<file path="config.mk">
export PLATFORM = sky130hd
export DESIGN_NAME = drvr_fifo_bank
export DESIGN_NICKNAME = d
export VERILOG_FILES = /design/src/rtl/drvr_fifo_bank.sv
export SDC_FILE = /design/constraint.sdc
export NUM_CORES = 1
export LEC_CHECK = 0
export ABC_AREA = 1
export CORE_MARGIN = 8
export CORE_UTILIZATION = 50
export DETAILED_ROUTE_END_ITERATION = 16
export PLACE_DENSITY = 0.68
export RECOVER_POWER = 25
export SYNTH_ARGS = -nofsm -noshare
export SYNTH_HDL_FRONTEND = slang
export SYNTH_SLANG_ARGS = --single-unit
</file>
<file path="constraint.sdc">
create_clock -name clk -period 7.6 [get_ports clk]
set_input_delay 1.52 -clock clk [delete_from_list [all_inputs] [get_ports clk]]
set_output_delay 1.52 -clock clk [all_outputs]
set_load 0.005 [all_outputs]
</file>
<file path="src/rtl/drvr_fifo_bank.sv">
// Bank of per-terminal FIFO pairs between the driver/monitor and the bus DUT.
// Input FIFOs are first-word-fall-through toward the DUT; output FIFOs capture DUT pushes.

module drvr_fifo #(
  parameter int W        = 16,
  parameter int DEPTH    = 8,
  parameter int OVF_MODE = 0,
  parameter int CW       = $clog2(DEPTH+1)
) (
  input  logic          clk,
  input  logic          reset,
  input  logic          wr,
  input  logic [W-1:0]  wdata,
  input  logic          rd,
  output logic [CW-1:0] count,
  output logic [W-1:0]  head_data,
  output logic          ovf,
  output logic          udf
);
  localparam int PW = $clog2(DEPTH);

  logic [W-1:0]  mem [DEPTH];
  logic [PW-1:0] head, tail;
  logic          empty, full, do_rd, do_wr, adv_head;

  assign empty = (count == '0);
  assign full  = (count == CW'(DEPTH));
  assign do_rd = rd && !empty;
  assign ovf   = wr && full && !do_rd;
  assign udf   = rd && empty;
  assign do_wr = wr && (!ovf || OVF_MODE == 1);
  // Overwrite-oldest advances head on a full write just like a read would.
  assign adv_head  = do_rd || (do_wr && ovf);
  assign head_data = empty ? '0 : mem[head];

  function automatic logic [PW-1:0] inc(input logic [PW-1:0] p);
    return (p == PW'(DEPTH-1)) ? '0 : p + PW'(1);
  endfunction

  always_ff @(posedge clk or posedge reset) begin
    if (reset) begin
      head  <= '0;
      tail  <= '0;
      count <= '0;
    end else begin
      if (adv_head) head <= inc(head);
      if (do_wr)    tail <= inc(tail);
      if (do_wr && !adv_head)      count <= count + CW'(1);
      else if (adv_head && !do_wr) count <= count - CW'(1);
    end
  end

  always_ff @(posedge clk) begin
    if (do_wr) mem[tail] <= wdata;
  end
endmodule

module drvr_lane #(
  parameter int W        = 16,
  parameter int DEPTH    = 8,
  parameter int OVF_MODE = 0,
  parameter int CW       = $clog2(DEPTH+1)
) (
  input  logic          clk,
  input  logic          reset,
  input  logic          wr_en,
  input  logic [W-1:0]  wr_data,
  input  logic          pop,
  output logic          pndng,
  output logic [W-1:0]  d_pop,
  input  logic          push,
  input  logic [W-1:0]  d_push,
  input  logic          rd_en,
  output logic [W-1:0]  rd_data,
  output logic          rd_valid,
  output logic [CW-1:0] in_count,
  output logic [CW-1:0] out_count,
  output logic [7:0]    ovf_cnt,
  output logic          udf_err
);
  logic         in_ovf, in_udf, out_ovf, out_udf;
  logic [W-1:0] out_head;
  logic [8:0]   ovf_sum;

  drvr_fifo #(.W(W), .DEPTH(DEPTH), .OVF_MODE(OVF_MODE), .CW(CW)) u_in (
    .clk(clk), .reset(reset), .wr(wr_en), .wdata(wr_data), .rd(pop),
    .count(in_count), .head_data(d_pop), .ovf(in_ovf), .udf(in_udf));

  drvr_fifo #(.W(W), .DEPTH(DEPTH), .OVF_MODE(OVF_MODE), .CW(CW)) u_out (
    .clk(clk), .reset(reset), .wr(push), .wdata(d_push), .rd(rd_en),
    .count(out_count), .head_data(out_head), .ovf(out_ovf), .udf(out_udf));

  assign pndng   = (in_count != '0);
  assign ovf_sum = {1'b0, ovf_cnt} + {8'd0, in_ovf} + {8'd0, out_ovf};

  always_ff @(posedge clk or posedge reset) begin
    if (reset) begin
      ovf_cnt  <= '0;
      udf_err  <= 1'b0;
      rd_valid <= 1'b0;
      rd_data  <= '0;
    end else begin
      ovf_cnt  <= ovf_sum[8] ? 8'hFF : ovf_sum[7:0];
      if (in_udf || out_udf) udf_err <= 1'b1;
      rd_valid <= rd_en && (out_count != '0);
      if (rd_en && (out_count != '0)) rd_data <= out_head;
    end
  end
endmodule

module drvr_fifo_bank #(
  parameter int drvrs    = 4,
  parameter int pckg_sz  = 16,
  parameter int depth    = 8,
  parameter int ovf_mode = 0,
  localparam int CW      = $clog2(depth+1)
) (
  input  logic                     clk,
  input  logic                     reset,
  input  logic [drvrs-1:0]         wr_en,
  input  logic [drvrs*pckg_sz-1:0] wr_data,
  input  logic [drvrs-1:0]         pop,
  output logic [drvrs-1:0]         pndng,
  output logic [drvrs*pckg_sz-1:0] D_pop,
  input  logic [drvrs-1:0]         push,
  input  logic [drvrs*pckg_sz-1:0] D_push,
  input  logic [drvrs-1:0]         rd_en,
  output logic [drvrs*pckg_sz-1:0] rd_data,
  output logic [drvrs-1:0]         rd_valid,
  output logic [drvrs*CW-1:0]      in_count,
  output logic [drvrs*CW-1:0]      out_count,
  output logic [drvrs*8-1:0]       ovf_cnt,
  output logic [drvrs-1:0]         udf_err
);
  for (genvar g = 0; g < drvrs; g++) begin : g_lane
    drvr_lane #(.W(pckg_sz), .DEPTH(depth), .OVF_MODE(ovf_mode), .CW(CW)) u_lane (
      .clk      (clk),
      .reset    (reset),
      .wr_en    (wr_en[g]),
      .wr_data  (wr_data[g*pckg_sz +: pckg_sz]),
      .pop      (pop[g]),
      .pndng    (pndng[g]),
      .d_pop    (D_pop[g*pckg_sz +: pckg_sz]),
      .push     (push[g]),
      .d_push   (D_push[g*pckg_sz +: pckg_sz]),
      .rd_en    (rd_en[g]),
      .rd_data  (rd_data[g*pckg_sz +: pckg_sz]),
      .rd_valid (rd_valid[g]),
      .in_count (in_count[g*CW +: CW]),
      .out_count(out_count[g*CW +: CW]),
      .ovf_cnt  (ovf_cnt[g*8 +: 8]),
      .udf_err  (udf_err[g])
    );
  end
endmodule

</file>
==> results.yml <==
status:
  status: "complete, no violations"
critical_path:
  crit_type: "reg2out"
  start_kind: "register"
  critPathRequiredTime_ps: 6080
  r2r_setup_slack_ps: 4420
  worst-path-max-fanout: 82
  reg2reg_depth: 9
  end_kind: "output pin"
  r2r-start: "g_lane[2].u_lane.u_out.head[0]"
  crit_arrival_ps: 3670
  r2r-end: "g_lane[2].u_lane.rd_data[0]"
pwr:
  leakagePower_uw: 0.0262
  power_frac_comb_pct: 35.6
  intPower_uw: 14900
  p_switching_uw: 8240
  p_sw_share_pct: 35.7
  ir_drop_uv: 363
  p_seq_share_pct: 38.9
  p_clk_share_pct: 25.5
  powerDensity_nw_per_um2: 377
timing:
  final-hold-violation-count: 0
  finalCritPeriodShare_pct: 68.2
  fin_setup_tns_ps: 0
  setup_viol: 0
  slew_headroom_pct: 25.9
  period_needed_ps: 5190
  rsz0062_at_grt: "false"
  slew_violations: 0
  fmax_mhz: 193
  worstMarginPinSlew_ps: 1110
  skew_ps: 24.2
clocking:
  holdBufCountCts: 0
  clk_latency_ps: 710
  clk_root_buffer_cell: "clkbuf_16"
  cts_tree: "yes"
  cts_buffers: 121
  cts_setup_buffers: 0
  htree_levels: 3
  clock_sinks: 1208
  clockBufferDepth: 3
  cts_resized: 0
  clk_pin_slew_worst_paths_ps: 70
global_routing:
  busiest_layer: "met2"
  grt_pass1_wl_um: 194000
  use_met1_pct: 27.5
  grtUsageTotal_pct: 21.2
  grt_max_degree: 86
  grt_pass1_vias: 33800
  antenna_found_initial: 28
  gr-usage-met2_pct: 35.1
  met3_usage_pct: 4.78
  overflow: 0
min_path:
  hold_depth: 2
  hold_class: "reg2reg"
  hold_end: "g_lane[2].u_lane.rd_data[4]"
  worstHoldStart: "g_lane[2].u_lane.rd_data[4]"
cells_and_area:
  final_layout_size_suffix_gt1_share_pct: 6.23
  multi_input_comb_area_sq_um: 13300
  finish.utilization_pct: 59.0
  fillers: 8456
  fin_nets: 5679
  seq_area_sq_um: 35400
  synthToLayoutAreaGrowth_pct: 16.9
floorplan:
  coreArea_sq_um: 104000
  fp-row-count: 118
  ioPinCount: 350
  die_w_um: 340
  start_util_pct: 50.5
  dieArea_sq_um: 115000
  die_height_um: 340
synthesis:
  async_flop_share_pct: 15.2
  ys_seq_elements: 1208
  synth_common_cells: "nand2_1, edfxtp_1, inv_1"
  synth_area_sq_um: 52400
  ys_top_cells_by_area: "edfxtp_1, nand2_1, dfrtp_1"
  synth_edf_count: 1024
  synth_nets: 5338
  synth_area_per_cell_sq_um: 10.2
  netlist_instances: 5120
  yosys_warnings: 0
  ys_seq_area_share_pct: 67.4
  synthDistinctLibCells: 36
  synth.largest_area_cell: "edfxtp_1"
  yosysTopAreaCellShare_pct: 58.7
  yosysMostFrequentCell: "nand2_1"
  ys.flop_type: "edfxtp_1"
route:
  vias: 35400
  routed_wl_um: 125000
  dr.pass1.iters: 7
  drt-initial-drc-count: 2870
  remaining_drc_errors: 0
  ant_nets: 0
  post_drt_via_cell_ratio: 5.08
  routedWlPerCell_um: 18.0
place:
  io_buffer_count: 349
  dp_hpwl_um: 77400
  gp_congestion: 0.794
job:
  drv_cap: 0
power by group through the flow:
stage               sequential (uW)  clock [uW]  combinational (uW)
finish                         8990        5890                8220
global route                   9110        6260                9250
CTS                            8990        6010                8350
detailed placement             9110           0                8290
global placement               9090           0                8150
floorplan                      8970           0                5060
kinds of logic (layout without fill, tap and decap cells):
kind of cell / count (synthesis) / in the layout / share of synthesized area, %
AO/OA/AOI/OAI: 187 / 187 / 1.84
XOR/XNOR: 23 / 23 / 0.384
adder cells (fa/ha/maj): 72 / 72 / 1.89
buffers and inverters: 949 / 1397 / 7.31
flip-flops: 1208 / 1208 / 67.4
other: 0 / 14 / 0
AND/OR/NAND/NOR: 2681 / 2681 / 21.1
flip-flops by register name (all words and copies together), names as in the netlist:
signal,count
g_lane.u_lane.u_out.head,12
g_lane.u_lane.rd_valid,4
g_lane.u_lane.u_in.count,16
g_lane.u_lane.u_out.tail,12
g_lane.u_lane.u_out.count,16
g_lane.u_lane.udf_err,4
g_lane.u_lane.u_in.mem,512
g_lane.u_lane.u_in.head,12
g_lane.u_lane.ovf_cnt,32
g_lane.u_lane.u_out.mem,512
g_lane.u_lane.rd_data,64
g_lane.u_lane.u_in.tail,12
layout make-up:
| class | instances | area share (%) |
|---|---|---|
| Tap cell | 1380 | 2.82 |
| Multi-Input combinational cell | 2963 | 21.7 |
| Sequential cell | 1208 | 57.7 |
| Clock inverter | 71 | 1.08 |
| Inverter | 723 | 4.44 |
| Timing Repair Buffer | 444 | 6.86 |
| Clock buffer | 159 | 5.36 |
| Antenna cell | 14 | 0.0572 |
layout by cell type, fill, tap and decap left out, drive strengths merged, types with 12 or more instances in the layout:
master	instances
or2	13
ha	60
edfxtp	1024
nand3	621
nor3	14
dfrtp	184
diode	14
clkbuf	159
xnor2	19
o21ai	175
clkinv	59
nor2	624
inv	721
nand2	1400
buf	95
fa	12
clkdlybuf4s50	261
dlygate4sd3	88
metal layers:
metal | up-vias | share of wire, %
met5 | - | 0.038
met4 | 8 | 2.8
met3 | 221 | 7.0
met2 | 981 | 48
met1 | 16900 | 42
li1 | 17200 | -
critical path, stage by stage, from the launching register on:
cell             delay (ps)
dfrtp_2                 340
buf_4                   660
inv_2                   590
nand2_1                 180
nand3_1                  90
nand3_1                 110
nand2_1                  50
nor2_1                  290
clkdlybuf4s50_1         580
through the flow:
stage | hold slack (ps) | cell area (sq um) | cells | power, uW | worst slack (ps)
CTS | 483 | 61200 | 6948 | 23400 | 2320
global placement | 457 | 57300 | 6718 | 17200 | 3180
floorplan | 440 | 52400 | 5120 | 14000 | 1080
global route | 503 | 61300 | 6954 | 24600 | 2120
detailed placement | 466 | 57300 | 6718 | 17400 | 3180
finish | 477 | 61300 | 6962 | 23100 | 2410
worst max-delay path by stage:
stage	start	to	slack, ps	depth (start not counted)
after floorplan	reset	g_lane[0].u_lane.ovf_cnt[0]	1080	1
after global placement	g_lane[3].u_lane.u_in.head[0]	D_pop[62]	3180	8
after detailed placement	g_lane[3].u_lane.u_in.head[0]	D_pop[62]	3180	8
after CTS	g_lane[3].u_lane.u_in.head[0]	D_pop[62]	2320	8
after global routing	g_lane[3].u_lane.u_in.head[0]	D_pop[62]	2120	8
final	g_lane[3].u_lane.u_in.head[0]	D_pop[62]	2410	8
No activity file was read; power rests on OpenSTA's default activity.
